### src/rtl/uart_pkg.sv
// Shared UART constants (also used by the transmitter's divider) and receiver state encoding.
package uart_pkg;

  localparam int unsigned CLK_HZ       = 100_000_000;
  localparam int unsigned BAUD         = 115_200;
  localparam int unsigned CLKS_PER_BIT = CLK_HZ / BAUD;
  localparam int unsigned HALF_BIT     = CLKS_PER_BIT / 2;

  typedef enum logic [2:0] {
    StIdle,
    StStart,
    StData,
    StStop,
    StBreak
  } rx_state_t;

endpackage

### src/rtl/uart_sync2.sv
// Two-flop synchronizer for an asynchronous idle-high input; resets to 1.
module uart_sync2 (
  input  logic clk_i,
  input  logic rst_ni,
  input  logic d_i,
  output logic q_o
);

  logic meta_q;
  logic sync_q;

  // Falling-edge clocked so it lines up with the rest of the UART.
  always_ff @(negedge clk_i or negedge rst_ni) begin
    if (!rst_ni) begin
      meta_q <= 1'b1;
      sync_q <= 1'b1;
    end else begin
      meta_q <= d_i;
      sync_q <= meta_q;
    end
  end

  assign q_o = sync_q;

endmodule

### src/rtl/uart_rx.sv
// 8N1 UART receiver: mid-bit sampling, one-entry output register with ready/read
// handshake, framing-error pulse and sticky overrun flag.
module uart_rx import uart_pkg::*; #(
  parameter int unsigned ClkHz = CLK_HZ,
  parameter int unsigned Baud  = BAUD
) (
  input  logic       sys_clk_i,
  input  logic       sys_rst_n_i,
  input  logic       uart_rx_i,
  input  logic       uart_rd_i,
  output logic [7:0] uart_dat_o,
  output logic       uart_rdy_o,
  output logic       uart_ferr_o,
  output logic       uart_ovr_o,
  output logic       uart_busy_o
);

  localparam int unsigned ClksPerBit = ClkHz / Baud;
  localparam int unsigned HalfBit    = ClksPerBit / 2;
  localparam int unsigned CntW       = $clog2(ClksPerBit);

  localparam logic [CntW-1:0] HalfLast = CntW'(HalfBit - 1);
  localparam logic [CntW-1:0] BitLast  = CntW'(ClksPerBit - 1);

  logic            rx_s;
  logic            rx_q;
  logic [1:0]      arm_q;
  rx_state_t       state_q;
  logic [CntW-1:0] cnt_q;
  logic [2:0]      bit_idx_q;
  logic [7:0]      shift_q;

  logic            fall;
  logic            cnt_half;
  logic            cnt_bit;
  logic            done;
  logic            rd_ok;

  uart_sync2 u_sync (
    .clk_i  (sys_clk_i),
    .rst_ni (sys_rst_n_i),
    .d_i    (uart_rx_i),
    .q_o    (rx_s)
  );

  // Edges are ignored until rx_s and rx_q both carry real line samples, so the
  // synchronizer's reset value of 1 cannot fake a start edge on a line held low.
  assign fall     = (arm_q == 2'd3) && rx_q && !rx_s;
  assign cnt_half = (cnt_q == HalfLast);
  assign cnt_bit  = (cnt_q == BitLast);
  assign done     = (state_q == StStop) && cnt_bit && rx_s;
  assign rd_ok    = uart_rd_i && uart_rdy_o;

  always_ff @(negedge sys_clk_i or negedge sys_rst_n_i) begin
    if (!sys_rst_n_i) begin
      rx_q        <= 1'b1;
      arm_q       <= 2'd0;
      state_q     <= StIdle;
      cnt_q       <= '0;
      bit_idx_q   <= 3'd0;
      shift_q     <= 8'h00;
      uart_dat_o  <= 8'h00;
      uart_rdy_o  <= 1'b0;
      uart_ferr_o <= 1'b0;
      uart_ovr_o  <= 1'b0;
      uart_busy_o <= 1'b0;
    end else begin
      rx_q        <= rx_s;
      uart_ferr_o <= 1'b0;
      cnt_q       <= cnt_q + CntW'(1);
      if (arm_q != 2'd3) begin
        arm_q <= arm_q + 2'd1;
      end

      unique case (state_q)
        StIdle: begin
          cnt_q <= '0;
          if (fall) begin
            state_q     <= StStart;
            uart_busy_o <= 1'b1;
          end
        end
        StStart: begin
          if (cnt_half) begin
            cnt_q <= '0;
            if (!rx_s) begin
              state_q   <= StData;
              bit_idx_q <= 3'd0;
            end else begin
              state_q     <= StIdle;
              uart_busy_o <= 1'b0;
            end
          end
        end
        StData: begin
          if (cnt_bit) begin
            cnt_q     <= '0;
            shift_q   <= {rx_s, shift_q[7:1]};
            bit_idx_q <= bit_idx_q + 3'd1;
            if (bit_idx_q == 3'd7) begin
              state_q <= StStop;
            end
          end
        end
        StStop: begin
          if (cnt_bit) begin
            cnt_q <= '0;
            if (rx_s) begin
              state_q     <= StIdle;
              uart_busy_o <= 1'b0;
            end else begin
              state_q     <= StBreak;
              uart_ferr_o <= 1'b1;
            end
          end
        end
        StBreak: begin
          cnt_q <= '0;
          if (rx_s) begin
            state_q     <= StIdle;
            uart_busy_o <= 1'b0;
          end
        end
        default: begin
          state_q     <= StIdle;
          cnt_q       <= '0;
          uart_busy_o <= 1'b0;
        end
      endcase

      // A completing byte takes priority over a read in the same cycle.
      if (done) begin
        if (!uart_rdy_o || uart_rd_i) begin
          uart_dat_o <= shift_q;
          uart_rdy_o <= 1'b1;
        end else begin
          uart_ovr_o <= 1'b1;
        end
      end else if (rd_ok) begin
        uart_rdy_o <= 1'b0;
        uart_ovr_o <= 1'b0;
      end
    end
  end

endmodule

### config.mk
export PLATFORM = sky130hd
export DESIGN_NAME = uart_rx
export DESIGN_NICKNAME = d
export VERILOG_FILES = /design/src/rtl/uart_pkg.sv /design/src/rtl/uart_sync2.sv /design/src/rtl/uart_rx.sv
export SDC_FILE = /design/constraint.sdc
export NUM_CORES = 1
export LEC_CHECK = 0
export BUFFER_PORTS_ARGS = -buffer_cell sky130_fd_sc_hd__clkbuf_2
export CORE_MARGIN = 2
export CORE_UTILIZATION = 60
export CTS_CLUSTER_SIZE = 14
export DETAILED_ROUTE_END_ITERATION = 8
export PLACE_DENSITY_LB_ADDON = 0.15
export RECOVER_POWER = 50
export SETUP_SLACK_MARGIN = 0.3
export SYNTH_ARGS = -nofsm -noshare
export SYNTH_HDL_FRONTEND = slang
export SYNTH_SLANG_ARGS = --single-unit
### constraint.sdc
create_clock -name sys_clk_i -period 3.53 [get_ports sys_clk_i]
set_input_delay 0.5295 -clock sys_clk_i [delete_from_list [all_inputs] [get_ports sys_clk_i]]
set_output_delay 0.5295 -clock sys_clk_i [all_outputs]
set_load 0.02 [all_outputs]
==> results of run 1 <==
report_power, final:
group	internal [mW]	total [mW]	switching, mW
clock network	0.101	0.252	0.151
logic	0.0803	0.186	0.106
registers	0.514	0.576	0.0623
total	0.695	1.01	0.319
worst register-to-register path, delay by kind of cell (launching register included):
family / cells / cell delay (ps)
and+or+nand+nor: 3 / 720
DFF: 1 / 490
adders and majority gates: 1 / 270
buffers and inverters: 1 / 460
muxes: 1 / 400
flip-flops by register name, indices dropped and copies added, names as in the netlist:
signal	cells
cnt_q	10
shift_q	8
uart_dat_o	8
bit_idx_q	3
state_q	3
arm_q	2
rx_q	1
u_sync.meta_q	1
u_sync.q_o	1
uart_busy_o	1
uart_ferr_o	1
uart_ovr_o	1
uart_rdy_o	1
metrics by stage:
| stage | utilization | power [mW] |
|---|---|---|
| after floorplan | - | 0.7140 |
| after global placement | 0.6686 | 0.7554 |
| after detailed placement | 0.6686 | 0.7679 |
| after CTS | 0.7293 | 1.026 |
| after global routing | 0.7281 | 1.083 |
| final | 0.7281 | 1.014 |
cell families (layout without fill, tap and decap cells):
family,count (synthesis),count (layout),share of synthesized area
AND/OR/NAND/NOR,51,51,0.1656
flip-flops,41,41,0.5429
AO/OA/AOI/OAI,20,20,0.06860
multiplexers,18,18,0.1227
buffers and inverters,10,41,0.02572
XOR/XNOR,9,9,0.04156
adder cells (fa/ha/maj),5,5,0.03298
area by class of cell:
class,instances,share of cell area
sequential,41,0.4671
multi-input combinational,103,0.3712
timing repair buffer,26,0.09762
clock buffer,7,0.02497
tap,44,0.02497
clock inverter,4,0.007378
inverter,4,0.006810
timing repair:
item	in CTS	in global routing
buffers inserted	8	1
gates resized for setup	15	10
setup endpoints to repair	10	12
cloned	0	0
worst paths after layout:
path	depth (start not counted)	endpoint	slack [ps]	from
max	1	uart_dat_o[3]	300	uart_dat_o[3]
min	0	u_sync.q_o	360	u_sync.meta_q
max reg2reg	6	shift_q[0]	1060	cnt_q[0]
min reg2reg	0	u_sync.q_o	360	u_sync.meta_q
max in group asynchronous	2	uart_rdy_o	490	sys_rst_n_i
min in group asynchronous	1	bit_idx_q[1]	1920	sys_rst_n_i
layer usage:
layer,vias up,track usage,wire [µm]
met1,625,0.3035,1539
met3,4,0.07359,118
met4,0,0.09206,29
met2,35,0.3276,1694
met5,-,0,0
li1,612,-,-
placed cells by master, fill, tap and decap left out, types with 4 or more instances in the layout:
master    instances
dfrtn_1          38
nor2_1           15
buf_4            13
mux2_4            8
inv_1             7
mux2_1            7
xor2_1            6
clkbuf_8          6
a31oi_1           5
nand3_1           5
ha_1              5
clkbuf_4          5
nand2_1           4
nor3_1            4
clkbuf_1          4
==> run_results.csv, run 1 <==
group,metric,value,unit
clocking,clock_latency,380,ps
critical_path,crit_chain,"clkbuf_8",
timing,hold_viol_final,0,
cells_and_area,design_area,2205,µm²
critical_path,critPathBufInv,1,
cells_and_area,layout-drive-gt1-share,0.2595,
timing,rsz0062_at_grt,"yes",
routing,first_iter_violations,40,
routing,drc,0,
cells_and_area,fill_cells,209,
routing,drt-vias-per-instance,5.572,
floorplan,rows,20,
timing,drv_slew,0,
yosys,syn-cell-area,1897,µm²
global_routing,grt.total_usage,0.2229,
floorplan,coreArea,3028,µm²
yosys,synthTopCellsByArea,"dfrtn_1 (50%), mux2_4 (6.3%), dfstp_2 (4.2%)",
cells_and_area,nets,193,
critical_path,critical-path-max-stage-delay,450,ps
floorplan,die_w,60.23,µm
routing,via_count,1276,
yosys,synth_top_area_cell,"dfrtn_1",
clocking,clock_sinks,41,
cells_and_area,regArea,1030,µm²
power,p_leak,1.090,nW
critical_path,cp_slowest_cell,"dfrtn_1",
global_routing,grt_max_degree,26,
placement,place_area,2024,µm²
global_routing,grt_pass1_wl,5871,µm
routing,first_pass_iters,4,
placement,preCtsSetupSlack,230.7,ps
clocking,htreeDepth,2,
critical_path,critical_path_arrival,2700,ps
cells_and_area,fin_cells,229,
clocking,cts_hold_buf,0,
power,power_density,459.8,nW/µm²
routing,routedWlPerCell,14.77,µm
clocking,tritoncts,"done",
global_routing,grt_antenna_before_repair,0,
timing,fin_skew,55.68,ps
clocking,clock_path_buffers,2,
global_routing,grt_pass1_vias,1274,
critical_path,critPathMaxFanout,2,
yosys,yosys_warnings,0,
status,status,"finished clean",
routing,ant_nets,0,
global_routing,grt-ovfl-total,0,
yosys,synthFlopType,"dfrtn_1",
floorplan,chipHeight,60.23,µm
routing,routed_wl,3382,µm
cells_and_area,n_antenna_cell,0,
yosys,synthArstFlopShare,1.000,
cells_and_area,multi_input_area,818.3,µm²
power,ir_drop,0.3090,mV
placement,post-dp-hpwl,2273,µm
placement,port_buffers,15,
placement,gp_congestion,0.7637,
yosys,ys_seq_elements,41,
timing,tightest_slew,853.2,ps
timing,tns,0,ps
clocking,clk_pin_slew_worst_paths,80,ps
yosys,yosysTopAreaCellShare,0.5013,
yosys,ys_types,43,
critical_path,path_delay_family,"flip-flops",
critical_path,worstSetupStartpointType,"flip-flop",
yosys,synthesis.nets,163,
floorplan,io_pins,16,
timing,holdWs,357.5,ps
hold_path,holdCritPathClass,"flip-flop to flip-flop",
critical_path,cp.required,3000,ps
yosys,synth_cells,154,
timing,fin_ws,298.8,ps
yosys,yosysMostFrequentCell,"dfrtn_1",
clocking,cts_buffers,5,
floorplan,dieArea,3627,µm²
timing,slew_headroom,0.4312,
yosys,synth_edf_count,0,
placement,placed_cells,210,
floorplan,start_util,0.6264,
yosys,synth_area_per_cell,12.32,µm²
clocking,cts_root_buffer,"clkbuf_4",
yosys,yosysSeqAreaShare,0.5429,
cells_and_area,syn_to_final_growth,16.23,%
flow_run,max_cap_viol_count,0,
timing,setup_viol,0,
yosys,yosys-top-cells-count,"dfrtn_1 (38), nor2_1 (15), mux2_4 (8), mux2_1 (7), xor2_1 (6)",
critical_path,end_kind,"output pin",
critical_path,critPathKind,"flip-flop to output pin",
No activity file was read; power rests on OpenSTA's default activity.
==> inputs of run 2 (changes only) <==
- CORE_UTILIZATION: 60 -> 50
==> run_results.csv, run 2 (synthesis results as in run 1) <==
group,metric,value,unit
global_routing,grt_antenna_before_repair,0,
cells_and_area,nets,184,
cells_and_area,largest-register,"cnt_q",
placement,preCtsSetupSlack,241.9,ps
clocking,clock_sinks,41,
routing,drc,0,
critical_path,critical-path-max-stage-delay,430,ps
cells_and_area,layout-drive-gt1-share,0.2273,
cells_and_area,largest_register_ffs,10,
clocking,cts_setup_buffers,0,
critical_path,cp_slowest_cell,"dfrtn_1",
clocking,cts_hold_buf,0,
timing,tns,0,ps
timing,fin_ws,331.2,ps
timing,fin_skew,49.92,ps
critical_path,r2r_cells,6,
status,status,"finished clean",
critical_path,reg2reg_slack,1050,ps
flow_run,max_cap_viol_count,0,
floorplan,dieArea,4302,µm²
timing,tightest_slew,1050,ps
floorplan,start_util,0.5181,
hold_path,hold_depth,0,
routing,first_pass_iters,4,
global_routing,grt-ovfl-total,0,
power,share_seq_of_total_power,0.535,
critical_path,worstSetupStartpointType,"flip-flop",
timing,hold_viol_final,0,
power,switching_power,328.1,µW
power,p_clk_frac,0.300,
power,p_leak,1.040,nW
placement,gp_congestion,0.7685,
global_routing,grt_max_degree,24,
floorplan,coreArea,3661,µm²
global_routing,grt.total_usage,0.1839,
timing,slew_headroom,0.3001,
cells_and_area,n_antenna_cell,0,
routing,drt-vias-per-instance,5.487,
clocking,clk_pin_slew_worst_paths,50,ps
clocking,clock_latency,340,ps
power,pwr-share-comb,0.165,
critical_path,cp.required,3000,ps
clocking,tritoncts,"done",
timing,setup_viol,0,
cells_and_area,final_cell_mix,"dfrtn_1 (38), nor2_1 (15), clkbuf_2 (12)",
critical_path,critPathMaxFanout,3,
cells_and_area,mostFrequentLayoutCell,"dfrtn_1",
floorplan,io_pins,16,
critical_path,critPathKind,"flip-flop to output pin",
hold_path,whs_endpoint,"u_sync.q_o",
clocking,clock_path_buffers,2,
cells_and_area,largestRegisters,"cnt_q x10, shift_q x8, uart_dat_o x8",
floorplan,rows,22,
timing,drv_slew,0,
global_routing,grt_pass1_wl,5996,µm
critical_path,critPathBufInv,1,
routing,ant_nets,0,
clocking,htreeDepth,2,
placement,post-dp-hpwl,2373,µm
routing,first_iter_violations,69,
power,ir_drop,0.3331,mV
power,intPower,747.6,µW
critical_path,crit_chain,"clkbuf_2",
routing,via_count,1229,
floorplan,die_w,65.59,µm
clocking,cts_buffers,5,
critical_path,end_kind,"output pin",
cells_and_area,syn_to_final_growth,12.20,%
critical_path,r2r-start,"cnt_q[0]",
placement,port_buffers,15,
timing,rsz0062_at_grt,"no",
clocking,cts_resized,0,
global_routing,grt_pass1_vias,1273,
hold_path,hold_start,"u_sync.meta_q",
critical_path,critical_path_arrival,2670,ps
routing,routedWlPerCell,14.31,µm
power,power_density,505.4,nW/µm²
hold_path,holdCritPathClass,"flip-flop to flip-flop",
clocking,cts_root_buffer,"clkbuf_8",
critical_path,rr_endpoint,"shift_q[0]",
routing,routed_wl,3205,µm
critical_path,path_delay_family,"flip-flops",
floorplan,chipHeight,65.59,µm
power,swShare,0.3050,
==> run 2: area by class of cell <==
class,count,area (µm²)
Tap cell,48,60.06
Sequential cell,41,1030
Clock inverter,5,23.77
Timing Repair Buffer,17,98.84
Fill cell,305,1533
Inverter,4,15.01
Clock buffer,6,82.58
Multi-Input combinational cell,103,818.3
==> run 2: how the worst max path moves through the flow <==
stage                     from             to  slack [ps]  cells past startpoint
floorplan            uart_rd_i  uart_dat_o[0]         380                      3
global placement     uart_rd_i  uart_dat_o[5]         260                      4
detailed placement   uart_rd_i  uart_dat_o[7]         240                      4
CTS                 uart_rdy_o     uart_rdy_o         310                      1
global route        uart_ovr_o     uart_ovr_o         300                      1
finish              uart_ovr_o     uart_ovr_o         330                      1
==> run 2: per-stage QoR <==
step	hold WS (ps)	cells	cell area [µm²]	utilization	power [mW]
after floorplan	345.2	154	1897	-	0.7140
after global placement	348.4	214	2029	0.5543	0.7565
after detailed placement	356.0	214	2029	0.5543	0.7690
after CTS	360.0	224	2132	0.5824	1.090
after global routing	385.2	224	2128	0.5813	1.155
final	364.2	224	2128	0.5813	1.076
==> run 2: power groups by stage <==
stage / combinational [mW] / clock (mW) / sequential (mW)
2_1_floorplan: 0.146 / 0.00707 / 0.561
3_3_place_gp: 0.170 / 0.00707 / 0.579
3_5_place_dp: 0.179 / 0.00707 / 0.583
4_1_cts: 0.180 / 0.334 / 0.576
5_1_grt: 0.205 / 0.363 / 0.587
6_report: 0.177 / 0.323 / 0.575
==> run 2: per-layer routing <==
metal,part of all wire,global-route usage,vias up
met5,0,0,-
met4,0.012,0.06250,0
met3,0.036,0.05479,4
met2,0.48,0.2819,22
met1,0.47,0.2500,611
li1,-,-,592
